**src/rtl/v_hier_serdes_pkg.sv**
```systemverilog
// Shared types and helpers for the serializer/deserializer around the 1-bit leaf stage.
package v_hier_serdes_pkg;

  typedef enum logic [1:0] {
    IDLE  = 2'd0,
    SHIFT = 2'd1,
    DONE  = 2'd2
  } state_e;

  localparam int DEFAULT_WIDTH = 8;

  // Ceiling log2, used at elaboration for counter sizing.
  function automatic int clog2(input int value);
    int r;
    r = 0;
    for (int i = 0; i < 31; i++) begin
      if ((1 << i) < value) r = i + 1;
    end
    return r;
  endfunction

endpackage

```
**src/rtl/v_hier_shreg.sv**
```systemverilog
// Parameterized shift register with parallel load, shift enable, serial input and direction select.
module v_hier_shreg #(
  parameter int WIDTH = 8
) (
  input  logic             clk,
  input  logic             rst_n,
  input  logic             load,
  input  logic [WIDTH-1:0] load_data,
  input  logic             shift_en,
  input  logic             shift_right,
  input  logic             ser_in,
  output logic [WIDTH-1:0] data_q
);

  logic [WIDTH-1:0] data_d;

  always_comb begin
    data_d = data_q;
    if (load) begin
      data_d = load_data;
    end else if (shift_en) begin
      data_d = shift_right ? {ser_in, data_q[WIDTH-1:1]} : {data_q[WIDTH-2:0], ser_in};
    end
  end

  always_ff @(posedge clk or negedge rst_n) begin
    if (!rst_n) data_q <= '0;
    else        data_q <= data_d;
  end

endmodule

```
**src/rtl/v_hier_sub_serdes.sv**
```systemverilog
// Drives a word LSB-first into the leaf stage and rebuilds it from the leaf output.
// Optional even-parity trailer bit and par_err port when V_HIER_SERDES_PARITY_EN is defined.
module v_hier_sub_serdes
  import v_hier_serdes_pkg::*;
#(
  parameter int WIDTH   = DEFAULT_WIDTH,
  parameter int IGNORED = 0
) (
  input  logic             clk,
  input  logic             reset_l,
  input  logic             in_valid,
  output logic             in_ready,
  input  logic [WIDTH-1:0] in_data,
  output logic             a_out,
  output logic             frame,
  input  logic             q_in,
  output logic             out_valid,
  input  logic             out_ready,
  output logic [WIDTH-1:0] out_data,
  output logic             mismatch
`ifdef V_HIER_SERDES_PARITY_EN
  ,
  output logic             par_err
`endif
);

  localparam int CW = clog2(WIDTH + 1);
  localparam logic [CW-1:0] LAST_PAY = CW'(WIDTH - 1);
`ifdef V_HIER_SERDES_PARITY_EN
  localparam logic [CW-1:0] PAR_CNT = CW'(WIDTH);
`endif

  // IGNORED only configures the leaf stage; nothing in this block depends on it.
  if (IGNORED != 0) begin : g_leaf_cfg
  end

  state_e          state_q, state_d;
  logic [CW-1:0]   cnt_q, cnt_d;
  logic            a_out_q, a_out_d;
  logic            frame_q, frame_d;
  logic            out_valid_q, out_valid_d;
  logic [WIDTH-1:0] tx_q, rx_q;
  logic            tx_load, tx_shift, rx_shift;
`ifdef V_HIER_SERDES_PARITY_EN
  logic            par_err_q, par_err_d;
`endif

  // tx rotates instead of zero-filling, so after a full word it holds the original again.
  v_hier_shreg #(.WIDTH(WIDTH)) u_tx (
    .clk        (clk),
    .rst_n      (reset_l),
    .load       (tx_load),
    .load_data  (in_data),
    .shift_en   (tx_shift),
    .shift_right(1'b1),
    .ser_in     (tx_q[0]),
    .data_q     (tx_q)
  );

  v_hier_shreg #(.WIDTH(WIDTH)) u_rx (
    .clk        (clk),
    .rst_n      (reset_l),
    .load       (1'b0),
    .load_data  ({WIDTH{1'b0}}),
    .shift_en   (rx_shift),
    .shift_right(1'b1),
    .ser_in     (q_in),
    .data_q     (rx_q)
  );

  always_comb begin
    state_d     = state_q;
    cnt_d       = cnt_q;
    a_out_d     = a_out_q;
    frame_d     = frame_q;
    out_valid_d = out_valid_q;
    tx_load     = 1'b0;
    tx_shift    = 1'b0;
    rx_shift    = 1'b0;
`ifdef V_HIER_SERDES_PARITY_EN
    par_err_d   = par_err_q;
`endif
    unique case (state_q)
      IDLE: begin
        if (in_valid) begin
          tx_load = 1'b1;
          cnt_d   = '0;
          a_out_d = in_data[0];
          frame_d = 1'b1;
          state_d = SHIFT;
        end
      end
      SHIFT: begin
`ifdef V_HIER_SERDES_PARITY_EN
        if (cnt_q == PAR_CNT) begin
          par_err_d   = q_in ^ (^rx_q);
          a_out_d     = 1'b0;
          frame_d     = 1'b0;
          out_valid_d = 1'b1;
          state_d     = DONE;
        end else begin
          rx_shift = 1'b1;
          tx_shift = 1'b1;
          cnt_d    = cnt_q + 1'b1;
          // Parity of a rotated word equals parity of the original.
          a_out_d  = (cnt_q == LAST_PAY) ? ^tx_q : tx_q[1];
        end
`else
        rx_shift = 1'b1;
        tx_shift = 1'b1;
        if (cnt_q == LAST_PAY) begin
          a_out_d     = 1'b0;
          frame_d     = 1'b0;
          out_valid_d = 1'b1;
          state_d     = DONE;
        end else begin
          cnt_d   = cnt_q + 1'b1;
          a_out_d = tx_q[1];
        end
`endif
      end
      DONE: begin
        if (out_ready) begin
          out_valid_d = 1'b0;
          state_d     = IDLE;
        end
      end
      default: state_d = IDLE;
    endcase
  end

  always_ff @(posedge clk or negedge reset_l) begin
    if (!reset_l) begin
      state_q     <= IDLE;
      cnt_q       <= '0;
      a_out_q     <= 1'b0;
      frame_q     <= 1'b0;
      out_valid_q <= 1'b0;
`ifdef V_HIER_SERDES_PARITY_EN
      par_err_q   <= 1'b0;
`endif
    end else begin
      state_q     <= state_d;
      cnt_q       <= cnt_d;
      a_out_q     <= a_out_d;
      frame_q     <= frame_d;
      out_valid_q <= out_valid_d;
`ifdef V_HIER_SERDES_PARITY_EN
      par_err_q   <= par_err_d;
`endif
    end
  end

  assign in_ready  = (state_q == IDLE);
  assign a_out     = a_out_q;
  assign frame     = frame_q;
  assign out_valid = out_valid_q;
  assign out_data  = rx_q;
  assign mismatch  = out_valid_q & (rx_q != tx_q);
`ifdef V_HIER_SERDES_PARITY_EN
  assign par_err   = par_err_q;
`endif

endmodule

```
**config.mk**
```make
export PLATFORM = sky130hd
export DESIGN_NAME = v_hier_sub_serdes
export DESIGN_NICKNAME = d
export VERILOG_FILES = /design/src/rtl/v_hier_serdes_pkg.sv /design/src/rtl/v_hier_shreg.sv /design/src/rtl/v_hier_sub_serdes.sv
export SDC_FILE = /design/constraint.sdc
export NUM_CORES = 1
export LEC_CHECK = 0
export CELL_PAD_IN_SITES_DETAIL_PLACEMENT = 0
export CELL_PAD_IN_SITES_GLOBAL_PLACEMENT = 1
export CORE_UTILIZATION = 34
export DETAILED_ROUTE_END_ITERATION = 16
export GPL_ROUTABILITY_DRIVEN = 0
export PLACE_DENSITY = 0.8
export SLEW_MARGIN = 20
export SYNTH_ARGS = -nofsm -noshare
export SYNTH_HDL_FRONTEND = slang
export SYNTH_SLANG_ARGS = --single-unit
```
**constraint.sdc**
```tcl
create_clock -name clk -period 1.3 [get_ports clk]
set_input_delay 0.13 -clock clk [delete_from_list [all_inputs] [get_ports clk]]
set_output_delay 0.13 -clock clk [all_outputs]
set_load 0.005 [all_outputs]
```
==> tab_implementation.tex, run 1 <==
\begin{tabular}{lr}
\hline
Metric & Value \\
\hline
\multicolumn{2}{l}{\textbf{Critical path}} \\
Crit. End Element & output pin \\
Critical Path Slowest Stage Cell & sky130\_fd\_sc\_hd\_\_dfrtp\_1 \\
CP bufs+invs & 1 \\
Max FO, Critical Path & 2 \\
Required time reported for the critical path endpoint & 1.17 ns \\
Register-to-register setup slack & -0.08 ns \\
Category of the most critical setup path & reg2out \\
Startpoint class of the critical path & flip-flop \\
Worst path max stage delay & 0.43 ns \\
Cell family contributing the most delay on the critical path & flip-flops \\
CP cell instances & xor2\_1 > nor4\_2 > a21boi\_1 > buf\_2 \\
Critical path arrival & 1.43 ns \\
\multicolumn{2}{l}{\textbf{Placed design}} \\
HPWL reported at the end of detailed placement & 2240 um \\
Number of buffers added on ports & 25 \\
Total placed cells including tap cells & 223 \\
\multicolumn{2}{l}{\textbf{Routing}} \\
Post-route DRC violation count & 0 \\
DRT iter0 DRCs & 45 \\
Average wire per cell in the routed design & 12.9 um \\
First-pass iteration count of the detailed router & 4 \\
Final wirelength & 3140 um \\
Via count & 1153 \\
DR vias/cell & 4.73 \\
Antenna Nets Post-Route & 0 \\
\multicolumn{2}{l}{\textbf{Clocking}} \\
Number of levels in the clock H-tree & 1 \\
Clock edge transition at the registers on the reported setup and hold paths & 0.16 ns \\
CTS tree & built \\
Number of buffers created by CTS & 3 \\
Buffers from clock root to sink, at most & 2 \\
Clock tree root buffer cell & sky130\_fd\_sc\_hd\_\_clkbuf\_4 \\
Sinks on Clock Net & 25 \\
Clock network latency to the later pin of the worst-skew pair & 0.33 ns \\
\multicolumn{2}{l}{\textbf{Floorplan}} \\
Boundary pin count & 26 \\
Cell Rows & 21 \\
Die Y & 61.7 um \\
Die area & 3810 sq um \\
Placeable Area & 3390 sq um \\
Starting utilization of the core area & 35.8\% \\
Horizontal die dimension & 61.7 um \\
\multicolumn{2}{l}{\textbf{Timing}} \\
Final period util & 120\% \\
Setup Skew & 0.0161 ns \\
PnR worst setup slack & -0.259 ns \\
Min cycle time layout & 1.56 ns \\
Count of final hold-check violations & 0 \\
Max-Slew Margin vs Limit & 78.2\% \\
Setup repair after global routing missed its margin & yes \\
Fin. max-slew vios & 0 \\
Hold slack & 0.138 ns \\
Maximum clock rate & 641 MHz \\
Worst Max-Slew Pin Slew & 0.327 ns \\
Final number of setup-violating endpoints & 4 \\
Sum Neg Setup Slack & -0.384 ns \\
\multicolumn{2}{l}{\textbf{Logic synthesis}} \\
Summed instance area of the synthesized netlist & 1210 sq um \\
Count of distinct cell types in the synthesized netlist & 32 \\
Flops \& latches, synth & 25 \\
Count of mapped cells out of synthesis & 126 \\
Number of warnings issued by yosys & 0 \\
Mean instance size in the synthesized netlist & 9.63 sq um \\
Net count after synthesis & 140 \\
Post-synthesis sequential area ratio & 51.5\% \\
\multicolumn{2}{l}{\textbf{Global routing}} \\
Pin count of the biggest net entering global routing & 26 \\
Overall routing resource usage & 16.6\% \\
Global-route wire length before repair & 4730 um \\
Number of global-route vias before repair & 1103 \\
Grt ovf & 0 \\
Antenna violations before repair & 0 \\
\multicolumn{2}{l}{\textbf{Cells and area}} \\
Diodes inserted & 0 \\
Number of nets at the end of the flow & 213 \\
Share of layout cells above drive strength 1 & 39.9\% \\
Area grow syn2layout & 62.2\% \\
Final cell count without fillers & 244 \\
\multicolumn{2}{l}{\textbf{Power}} \\
Cell Int Power & 0.00302 W \\
Worst vdd rail ir drop & 870 uV \\
Clock share of power & 7.5\% \\
P per Cell Area & 2490 nW/um\^{}2 \\
Part of the power in combinational logic & 64.4\% \\
Power dissipated by switching net loads & 0.00188 W \\
Sw frac & 38.3\% \\
Leakage & 1.01 nW \\
Seq pwr share & 28.1\% \\
\multicolumn{2}{l}{\textbf{Worst hold path}} \\
Worst min-delay path class & in2async \\
\multicolumn{2}{l}{\textbf{Flow run}} \\
Number of maximum-capacitance constraint violations & 0 \\
\multicolumn{2}{l}{\textbf{Run status}} \\
Outcome & finished, violations left \\
Violations in the final reports & negative setup slack \\
\hline
\end{tabular}
## final timing paths
check	start	endpoint	cells after the start
max	u_rx.data_q[3]	mismatch	4
min	reset_l	u_rx.data_q[3]	2
max reg2reg	state_q[0]	cnt_q[2]	3
min reg2reg	frame	frame	2
max in group asynchronous	reset_l	state_q[0]	2
min in group clk	q_in	u_rx.data_q[7]	3
## placed cells by master, fill, tap and decap left out, types with 3 or more instances in the layout
cell / netlist / layout
sky130_fd_sc_hd__buf_6: 1 / 8
sky130_fd_sc_hd__xor2_1: 9 / 9
sky130_fd_sc_hd__clkbuf_4: 0 / 3
sky130_fd_sc_hd__clkdlybuf4s50_1: 0 / 12
sky130_fd_sc_hd__a22oi_2: 0 / 7
sky130_fd_sc_hd__dfrtp_1: 25 / 23
sky130_fd_sc_hd__nor2_1: 4 / 3
sky130_fd_sc_hd__dlygate4sd2_1: 0 / 4
sky130_fd_sc_hd__buf_4: 1 / 40
sky130_fd_sc_hd__clkbuf_2: 0 / 4
sky130_fd_sc_hd__nand2_1: 46 / 45
## area by class of cell
type | instances | area, sq um
clock inverters | 1 | 7.51
fillers | 276 | 1420
multi-input cells | 95 | 633
flip-flops and latches | 25 | 628
repair buffers | 73 | 616
inverters | 1 | 3.75
well taps | 46 | 57.6
clock buffers | 3 | 22.5
## synthesized netlist by cell type
master                      instances  share of area, %
sky130_fd_sc_hd__nand2_1           46                14
sky130_fd_sc_hd__dfrtp_1           25                52
sky130_fd_sc_hd__xor2_1             9               6.5
sky130_fd_sc_hd__a22oi_1            7               4.3
sky130_fd_sc_hd__nor2_1             4               1.2
sky130_fd_sc_hd__buf_2              3               1.2
sky130_fd_sc_hd__nor4_1             3               1.5
sky130_fd_sc_hd__a21oi_1            2              0.82
sky130_fd_sc_hd__and3_1             2               1.0
sky130_fd_sc_hd__nand2b_1           2               1.0
sky130_fd_sc_hd__o21ai_0            2              0.82
sky130_fd_sc_hd__a21boi_0           1              0.62
sky130_fd_sc_hd__a21o_1             1              0.62
sky130_fd_sc_hd__a2bb2oi_1          1              0.72
sky130_fd_sc_hd__a31o_2             1              0.72
sky130_fd_sc_hd__a31oi_1            1              0.52
sky130_fd_sc_hd__a32o_1             1              0.82
sky130_fd_sc_hd__and4bb_2           1               1.0
sky130_fd_sc_hd__buf_4              1              0.62
sky130_fd_sc_hd__buf_6              1              0.93
sky130_fd_sc_hd__ha_1               1               1.0
sky130_fd_sc_hd__inv_1              1              0.31
sky130_fd_sc_hd__mux2i_1            1              0.82
sky130_fd_sc_hd__nand3b_1           1              0.62
sky130_fd_sc_hd__nor2b_1            1              0.52
sky130_fd_sc_hd__nor2b_2            1              0.72
sky130_fd_sc_hd__nor3_1             1              0.41
sky130_fd_sc_hd__nor3b_4            1               1.5
sky130_fd_sc_hd__o21bai_1           1              0.62
sky130_fd_sc_hd__o21bai_2           1              0.93
sky130_fd_sc_hd__o31ai_1            1              0.62
sky130_fd_sc_hd__or3b_4             1              0.93
## metal layers
layer / global-route usage (%) / wire length [um] / up-vias
met2: 30.6 / 1710 / 17
met3: 1.24 / 49 / 0
met1: 21.3 / 1390 / 567
met5: 0 / 0 / -
li1: - / - / 569
met4: 3.81 / 0 / 0
## stage by stage
stage          utilization [%]  setup WS [ns]  total power, W  area, sq um
2_1_floorplan                -         0.0712         0.00266         1210
6_report                  58.1         -0.259         0.00490         1970
4_1_cts                   54.6         -0.258         0.00450         1850
3_5_place_dp              50.8         -0.201         0.00395         1720
3_3_place_gp              50.8         -0.222         0.00385         1720
5_1_grt                   58.1         -0.364         0.00524         1970
## kinds of logic after synthesis
kind of cell / after synthesis / share of synthesized area [%]
XOR/XNOR: 9 / 6.50
AO/OA/AOI/OAI: 20 / 12.2
flip-flops: 25 / 51.5
AND/OR/NAND/NOR: 64 / 24.8
adder cells (fa/ha/maj): 1 / 1.03
buffers and inverters: 6 / 3.09
multiplexers: 1 / 0.825
## worst reg2reg max path: stages, from the launching register on
cell	delay, ns
sky130_fd_sc_hd__dfrtp_2	0.43
sky130_fd_sc_hd__buf_6	0.13
sky130_fd_sc_hd__or3b_4	0.45
sky130_fd_sc_hd__a32o_1	0.28
## registers in the layout, summed over array words and instances, names as in the netlist
| signal | count |
|---|---|
| u_tx.data_q | 8 |
| out_valid | 1 |
| cnt_q | 4 |
| u_rx.data_q | 8 |
| state_q | 2 |
| frame | 1 |
| a_out | 1 |
## repair_timing
action                                  CTS  global route
hold buffers                              0             0
gates resized for setup                  24            31
pin swaps                                 5            15
hold endpoints to repair                  0             0
buffers inserted                         11             6
cloned                                    0             0
endpoints found under the setup margin   16            22
## power by group through the flow
stage / combinational, W / clock [W] / sequential, W
floorplan: 0.00122 / 0 / 0.00145
global placement: 0.00243 / 0 / 0.00142
detailed placement: 0.00251 / 0 / 0.00144
CTS: 0.00276 / 0.000370 / 0.00138
global route: 0.00342 / 0.000400 / 0.00142
finish: 0.00316 / 0.000368 / 0.00138
Note: power is estimated with default switching activity, not from simulation.
==> run 2: changes to the inputs <==
--- a/config.mk
+++ b/config.mk
@@ -10,7 +10,7 @@
 export CORE_UTILIZATION = 34
 export DETAILED_ROUTE_END_ITERATION = 16
 export GPL_ROUTABILITY_DRIVEN = 0
-export PLACE_DENSITY = 0.8
+export PLACE_DENSITY = 0.81
 export SLEW_MARGIN = 20
 export SYNTH_ARGS = -nofsm -noshare
 export SYNTH_HDL_FRONTEND = slang
==> run 2 against run 1 <==
The flow still finishes with violations (negative setup slack). Fmax rose by 0.59%. Sequential power barely moved. Combinational power fell by 4%. Setup slack improved by 0.0092 ns. Critical path type unchanged. Largest power group unchanged. Highest routed layer is now met4.
==> tab_implementation.tex, run 2 (synthesis gave the netlist of run 1 again) <==
\begin{tabular}{lr}
\hline
Metric & Value \\
\hline
\multicolumn{2}{l}{\textbf{Run status}} \\
Outcome & finished, violations left (unchanged) \\
Violations in the final reports & negative setup slack (unchanged) \\
\multicolumn{2}{l}{\textbf{Clocking}} \\
Number of buffers created by CTS & 3 (unchanged) \\
Number of levels in the clock H-tree & 1 (unchanged) \\
Clock tree root buffer cell & sky130\_fd\_sc\_hd\_\_clkbuf\_4 (unchanged) \\
CTS tree & built (unchanged) \\
Sinks on Clock Net & 25 (unchanged) \\
Buffers from clock root to sink, at most & 2 (unchanged) \\
CTS hold repair buffers & 0 (unchanged) \\
Clock edge transition at the registers on the reported setup and hold paths & 0.14 ns (was 0.16 ns) \\
Clock network latency to the later pin of the worst-skew pair & 0.31 ns (was 0.33 ns) \\
\multicolumn{2}{l}{\textbf{Worst hold path}} \\
Worst min-delay path class & in2async (unchanged) \\
\multicolumn{2}{l}{\textbf{Timing}} \\
PnR worst setup slack & -0.250 ns (was -0.259 ns) \\
Maximum clock rate & 645 MHz (was 641 MHz) \\
Fin. max-slew vios & 0 (unchanged) \\
Setup repair after global routing missed its margin & yes (unchanged) \\
Count of final hold-check violations & 0 (unchanged) \\
Final period util & 119\% (was 120\%) \\
Final number of setup-violating endpoints & 3 (was 4) \\
Setup Skew & 0.000978 ns (was 0.0161 ns) \\
Worst Max-Slew Pin Slew & 0.328 ns (was 0.327 ns) \\
Min cycle time layout & 1.55 ns (was 1.56 ns) \\
Max-Slew Margin vs Limit & 78.1\% (was 78.2\%) \\
\multicolumn{2}{l}{\textbf{Global routing}} \\
Global-route wire length before repair & 4780 um (was 4730 um) \\
Number of global-route vias before repair & 1108 (was 1103) \\
Antenna violations before repair & 0 (unchanged) \\
Overall routing resource usage & 17.2\% (was 16.6\%) \\
Grt ovf & 0 (unchanged) \\
Pin count of the biggest net entering global routing & 26 (unchanged) \\
\multicolumn{2}{l}{\textbf{Power}} \\
Total power consumption of the routed design & 0.00475 W (was 0.00490 W) \\
P per Cell Area & 2480 nW/um\^{}2 (was 2490 nW/um\^{}2) \\
Leakage & 0.977 nW (was 1.01 nW) \\
Worst vdd rail ir drop & 761 uV (was 870 uV) \\
\multicolumn{2}{l}{\textbf{Critical path}} \\
Category of the most critical setup path & reg2out (unchanged) \\
CP cell instances & xor2\_1 > nor4\_1 > a21boi\_1 > buf\_2 (was xor2\_1 > nor4\_2 > a21boi\_1 > buf\_2) \\
Register-to-register setup slack & -0.09 ns (was -0.08 ns) \\
CP bufs+invs & 1 (unchanged) \\
Origin of the critical flop-to-flop path & state\_q[0] (unchanged) \\
Worst path max stage delay & 0.43 ns (about the same) \\
Critical Path Slowest Stage Cell & sky130\_fd\_sc\_hd\_\_dfrtp\_1 (unchanged) \\
Startpoint class of the critical path & flip-flop (unchanged) \\
Critical path arrival & 1.42 ns (was 1.43 ns) \\
Required time reported for the critical path endpoint & 1.17 ns (about the same) \\
Crit. End Element & output pin (unchanged) \\
Max FO, Critical Path & 2 (unchanged) \\
Depth of the most critical reg-to-reg path & 3 (unchanged) \\
Cell family contributing the most delay on the critical path & flip-flops (unchanged) \\
Capturing point of the worst reg2reg path & cnt\_q[2] (unchanged) \\
\multicolumn{2}{l}{\textbf{Floorplan}} \\
Starting utilization of the core area & 35.8\% (unchanged) \\
Horizontal die dimension & 61.7 um (unchanged) \\
Die area & 3810 sq um (unchanged) \\
Placeable Area & 3390 sq um (unchanged) \\
Boundary pin count & 26 (unchanged) \\
Cell Rows & 21 (unchanged) \\
Die Y & 61.7 um (unchanged) \\
\multicolumn{2}{l}{\textbf{Routing}} \\
Final wirelength & 3080 um (was 3140 um) \\
Post-route DRC violation count & 0 (unchanged) \\
Antenna Nets Post-Route & 0 (unchanged) \\
First-pass iteration count of the detailed router & 5 (was 4) \\
Average wire per cell in the routed design & 12.9 um (about the same) \\
DR vias/cell & 4.78 (was 4.73) \\
Via count & 1143 (was 1153) \\
DRT iter0 DRCs & 43 (was 45) \\
\multicolumn{2}{l}{\textbf{Cells and area}} \\
Area grow syn2layout & 57.7\% (was 62.2\%) \\
Finished layout cell area & 1910 sq um (was 1970 sq um) \\
Number of nets at the end of the flow & 208 (was 213) \\
Diodes inserted & 0 (unchanged) \\
Leading cell type in the layout, fill and taps excluded & sky130\_fd\_sc\_hd\_\_nand2\_1 (unchanged) \\
Fillers & 292 (was 276) \\
Share of layout cells above drive strength 1 & 36.8\% (was 39.9\%) \\
Highest-count cells in the layout ignoring fill and taps & sky130\_fd\_sc\_hd\_\_nand2\_1 (46), sky130\_fd\_sc\_hd\_\_buf\_4 (38), sky130\_fd\_sc\_hd\_\_dfrtp\_1 (23) (was sky130\_fd\_sc\_hd\_\_nand2\_1 (45), sky130\_fd\_sc\_hd\_\_buf\_4 (40), sky130\_fd\_sc\_hd\_\_dfrtp\_1 (23)) \\
Top Registers & u\_rx.data\_q: 8 flops, u\_tx.data\_q: 8 flops, cnt\_q: 4 flops (unchanged) \\
\multicolumn{2}{l}{\textbf{Placed design}} \\
Number of buffers added on ports & 25 (unchanged) \\
Total placed instance area & 1720 sq um (unchanged) \\
HPWL reported at the end of detailed placement & 2200 um (was 2240 um) \\
Pre-CTS WS & -0.213 ns (was -0.201 ns) \\
\multicolumn{2}{l}{\textbf{Flow run}} \\
Number of maximum-capacitance constraint violations & 0 (unchanged) \\
\hline
\end{tabular}
-- run 2: cell count changes in the layout (fill, tap and decap cells not counted), moves of 2 or more --
cell,change
sky130_fd_sc_hd__clkbuf_2,-2
sky130_fd_sc_hd__buf_4,-2
sky130_fd_sc_hd__a22oi_1,+3
sky130_fd_sc_hd__buf_6,-3
sky130_fd_sc_hd__a22oi_2,-3
-- run 2: worst max-delay path by stage --
stage	cells past startpoint	end	start	slack, ns
detailed placement	4	mismatch	u_tx.data_q[6]	-0.21
global route	4	mismatch	u_tx.data_q[3]	-0.36
CTS	4	mismatch	u_tx.data_q[1]	-0.25
floorplan	3	cnt_q[2]	state_q[1]	0.07
finish	4	mismatch	u_tx.data_q[7]	-0.25
global placement	4	mismatch	u_tx.data_q[6]	-0.20
-- run 2: layout make-up --
type	count	area, sq um	share of cell area (%)
tap	46	57.6	3.01
timing repair buffer	68	568	29.7
multi-input combinational	95	629	32.9
clock inverter	1	5.00	0.261
clock buffer	3	22.5	1.18
sequential	25	628	32.8
inverter	1	3.75	0.196
-- run 2: repair_timing --
item                                    in CTS  in global routing
gates resized for setup                     26                 24
setup buffers                                9                  3
cloned                                       0                  0
pin swaps                                    5                  9
endpoints found under the setup margin      19                 24
-- run 2: metal layers --
layer,GRT usage [%],part of all wire (%),vias to the layer above
met2,31.5,52,15
met1,21.5,46,564
met4,4.76,0.68,0
li1,-,-,562
met3,1.86,1.6,2
met5,0,0,-
-- run 2: power by group --
group	switching [W]	leakage, nW	internal (W)	total (W)
clock	0.000235	0.0177	0.000115	0.000350
sequential	0.000232	0.307	0.00114	0.00138
combinational	0.00134	0.653	0.00168	0.00302
-- run 2: metrics by stage --
stage	setup TNS, ns	util (%)	instances	hold WS [ns]
2_1_floorplan	0	-	126	-0.166
3_3_place_gp	-0.720	50.8	223	0.513
3_5_place_dp	-0.900	50.8	223	0.529
4_1_cts	-0.545	54.0	236	0.181
5_1_grt	-0.670	56.5	239	0.173
6_report	-0.381	56.5	239	0.174
==> run 3: changes to the inputs <==
--- a/config.mk
+++ b/config.mk
@@ -7,11 +7,10 @@
 export LEC_CHECK = 0
 export CELL_PAD_IN_SITES_DETAIL_PLACEMENT = 0
 export CELL_PAD_IN_SITES_GLOBAL_PLACEMENT = 1
-export CORE_UTILIZATION = 34
+export CORE_UTILIZATION = 40
 export DETAILED_ROUTE_END_ITERATION = 16
 export GPL_ROUTABILITY_DRIVEN = 0
-export PLACE_DENSITY = 0.81
-export SLEW_MARGIN = 20
+export PLACE_DENSITY = 0.89
 export SYNTH_ARGS = -nofsm -noshare
 export SYNTH_HDL_FRONTEND = slang
 export SYNTH_SLANG_ARGS = --single-unit
==> constraint.sdc (replaced) <==
create_clock -name clk -period 1.79 [get_ports clk]
set_input_delay 0.179 -clock clk [delete_from_list [all_inputs] [get_ports clk]]
set_output_delay 0.179 -clock clk [all_outputs]
set_load 0.005 [all_outputs]
==> run 3 against run 2 <==
The run ends with design-rule violations left. Clock power decreased by 27%. Setup slack improved by 0.37 ns. Total power down 39%. Clock skew up 0.0035 ns. Sequential power decreased by 22%. Register-to-register slack improved by 0.47 ns. Hold slack gained 0.030 ns. Global-route usage shrank 0.46 points. Critical path type unchanged. Critical endpoint is now in_ready.
==> tab_implementation.tex, run 3 (synthesis gave the netlist of run 1 again) <==
\begin{tabular}{lr}
\hline
Metric & Value \\
\hline
\multicolumn{2}{l}{\textbf{Routing}} \\
DRT iter0 DRCs & 40 (was 43) \\
Final wirelength & 2670 um (was 3080 um) \\
Post-route DRC violation count & 4 (was 0) \\
Average wire per cell in the routed design & 13.7 um (was 12.9 um) \\
Antenna Nets Post-Route & 0 (unchanged) \\
Via count & 1045 (was 1143) \\
First-pass iteration count of the detailed router & 10 (was 5) \\
DR vias/cell & 5.36 (was 4.78) \\
\multicolumn{2}{l}{\textbf{Cells and area}} \\
Layout Utilization & 57.4\% (was 56.5\%) \\
Diodes inserted & 0 (unchanged) \\
Highest-count cells in the layout ignoring fill and taps & sky130\_fd\_sc\_hd\_\_nand2\_1 (46), sky130\_fd\_sc\_hd\_\_dfrtp\_1 (24), sky130\_fd\_sc\_hd\_\_clkdlybuf4s50\_1 (24) (was sky130\_fd\_sc\_hd\_\_nand2\_1 (46), sky130\_fd\_sc\_hd\_\_buf\_4 (38), sky130\_fd\_sc\_hd\_\_dfrtp\_1 (23)) \\
Finished layout cell area & 1610 sq um (was 1910 sq um) \\
Share of layout cells above drive strength 1 & 16.5\% (was 36.8\%) \\
Number of nets at the end of the flow & 179 (was 208) \\
Top Registers & u\_rx.data\_q: 8 flops, u\_tx.data\_q: 8 flops, cnt\_q: 4 flops (unchanged) \\
Area grow syn2layout & 32.6\% (was 57.7\%) \\
Final cell count without fillers & 195 (was 239) \\
Leading cell type in the layout, fill and taps excluded & sky130\_fd\_sc\_hd\_\_nand2\_1 (unchanged) \\
\multicolumn{2}{l}{\textbf{Clocking}} \\
Number of levels in the clock H-tree & 1 (unchanged) \\
Number of buffers created by CTS & 3 (unchanged) \\
Sinks on Clock Net & 25 (unchanged) \\
CTS tree & built (unchanged) \\
Clock network latency to the later pin of the worst-skew pair & 0.31 ns (about the same) \\
Clock tree root buffer cell & sky130\_fd\_sc\_hd\_\_clkbuf\_4 (unchanged) \\
Clock edge transition at the registers on the reported setup and hold paths & 0.14 ns (about the same) \\
CTS hold repair buffers & 0 (unchanged) \\
Buffers from clock root to sink, at most & 2 (unchanged) \\
\multicolumn{2}{l}{\textbf{Timing}} \\
Max-Slew Margin vs Limit & 73.3\% (was 78.1\%) \\
Hold slack & 0.203 ns (was 0.174 ns) \\
Worst Max-Slew Pin Slew & 0.400 ns (was 0.328 ns) \\
Final number of setup-violating endpoints & 0 (was 3) \\
Final period util & 93.5\% \\
Fin. max-slew vios & 0 (unchanged) \\
Maximum clock rate & 597 MHz \\
Setup repair after global routing missed its margin & no (was yes) \\
Sum Neg Setup Slack & 0 ns (was -0.381 ns) \\
Setup Skew & 0.00447 ns (was 0.000978 ns) \\
Min cycle time layout & 1.67 ns \\
Count of final hold-check violations & 0 (unchanged) \\
\multicolumn{2}{l}{\textbf{Critical path}} \\
Startpoint class of the critical path & flip-flop (unchanged) \\
Capturing point of the worst reg2reg path & u\_tx.data\_q[2] (was cnt\_q[2]) \\
Register-to-register setup slack & 0.38 ns (was -0.09 ns) \\
Category of the most critical setup path & reg2out (unchanged) \\
Max FO, Critical Path & 5 (was 2) \\
Depth of the most critical reg-to-reg path & 5 (was 3) \\
Origin of the critical flop-to-flop path & state\_q[0] (unchanged) \\
Crit. End Element & output pin (unchanged) \\
Critical path arrival & 1.50 ns (was 1.42 ns) \\
Required time reported for the critical path endpoint & 1.61 ns (was 1.17 ns) \\
\multicolumn{2}{l}{\textbf{Power}} \\
Worst vdd rail ir drop & 922 uV (was 761 uV) \\
Leakage & 0.784 nW (was 0.977 nW) \\
P per Cell Area & 1790 nW/um\^{}2 (was 2480 nW/um\^{}2) \\
\multicolumn{2}{l}{\textbf{Floorplan}} \\
Die area & 3260 sq um (was 3810 sq um) \\
Boundary pin count & 26 (unchanged) \\
Placeable Area & 2810 sq um (was 3390 sq um) \\
Cell Rows & 19 (was 21) \\
Horizontal die dimension & 57.1 um (was 61.7 um) \\
Die Y & 57.1 um (was 61.7 um) \\
Starting utilization of the core area & 43.3\% (was 35.8\%) \\
\multicolumn{2}{l}{\textbf{Run status}} \\
Violations in the final reports & design-rule violations (was negative setup slack) \\
Outcome & finished, violations left (unchanged) \\
\multicolumn{2}{l}{\textbf{Global routing}} \\
Number of global-route vias before repair & 964 (was 1108) \\
Antenna violations before repair & 0 (unchanged) \\
Global-route wire length before repair & 4270 um (was 4780 um) \\
Grt ovf & 0 (unchanged) \\
Pin count of the biggest net entering global routing & 26 (unchanged) \\
Overall routing resource usage & 16.7\% (was 17.2\%) \\
\multicolumn{2}{l}{\textbf{Placed design}} \\
Total placed instance area & 1500 sq um (was 1720 sq um) \\
HPWL reported at the end of detailed placement & 1890 um (was 2200 um) \\
Total placed cells including tap cells & 181 (was 223) \\
Number of buffers added on ports & 25 (unchanged) \\
\multicolumn{2}{l}{\textbf{Flow run}} \\
Number of maximum-capacitance constraint violations & 0 (unchanged) \\
\multicolumn{2}{l}{\textbf{Worst hold path}} \\
Worst min-delay path class & in2async (unchanged) \\
\hline
\end{tabular}
==> run 3: cell count changes in the layout (fill, tap and decap cells not counted), moves of 3 or more <==
cell	change
sky130_fd_sc_hd__a22oi_2	-4
sky130_fd_sc_hd__a22oi_1	+4
sky130_fd_sc_hd__dlygate4sd2_1	-5
sky130_fd_sc_hd__buf_6	-5
sky130_fd_sc_hd__buf_4	-24
sky130_fd_sc_hd__clkdlybuf4s15_1	-3
sky130_fd_sc_hd__clkdlybuf4s50_1	+12
==> run 3: worst max-delay path: stages, from the launching register on <==
cell	delay (ns)
sky130_fd_sc_hd__dfrtp_2	0.44
sky130_fd_sc_hd__buf_4	0.15
sky130_fd_sc_hd__nor2_1	0.09
sky130_fd_sc_hd__clkdlybuf4s50_1	0.51
==> run 3: how the worst max path moves through the flow <==
stage | from | endpoint | slack, ns
after floorplan | state_q[1] | cnt_q[2] | 0.56
after detailed placement | u_tx.data_q[6] | mismatch | 0.21
after global routing | state_q[0] | in_ready | 0.04
final | state_q[0] | in_ready | 0.12
after global placement | u_tx.data_q[6] | mismatch | 0.22
after CTS | state_q[0] | in_ready | 0.03
==> run 3: stage by stage <==
stage	power [W]	worst slack (ns)
detailed placement	0.00246	0.206
global placement	0.00242	0.221
floorplan	0.00193	0.561
CTS	0.00278	0.0319
finish	0.00289	0.116
global route	0.00311	0.0424
==> run 3: power by group <==
part	total [W]	switching, W	internal [W]
clock	0.000254	0.000167	0.0000870
sequential	0.00107	0.000243	0.000829
combinational	0.00156	0.000725	0.000837
total	0.00289	0.00113	0.00175
==> run 3: timing repair <==
action,4_1_cts,5_1_grt
setup endpoints to repair,2,2
pin swaps,2,2
buffers inserted,5,5
resized for setup,2,5
cloned,0,0
==> run 3: cell type report <==
cell class	count	area, sq um
Clock buffer	4	26.3
Fill cell	258	1200
Inverter	1	3.75
Multi-Input combinational cell	95	563
Sequential cell	25	627
Tap cell	31	38.8
Timing Repair Buffer	39	350
==> run 3: routing by layer <==
| layer | global-route usage [%] | wire, um | vias to the layer above |
|---|---|---|---|
| li1 | - | - | 504 |
| met1 | 23.5 | 1290 | 514 |
| met2 | 27.2 | 1270 | 25 |
| met3 | 2.04 | 92 | 2 |
| met4 | 5.23 | 19 | 0 |
| met5 | 0 | 0 | - |
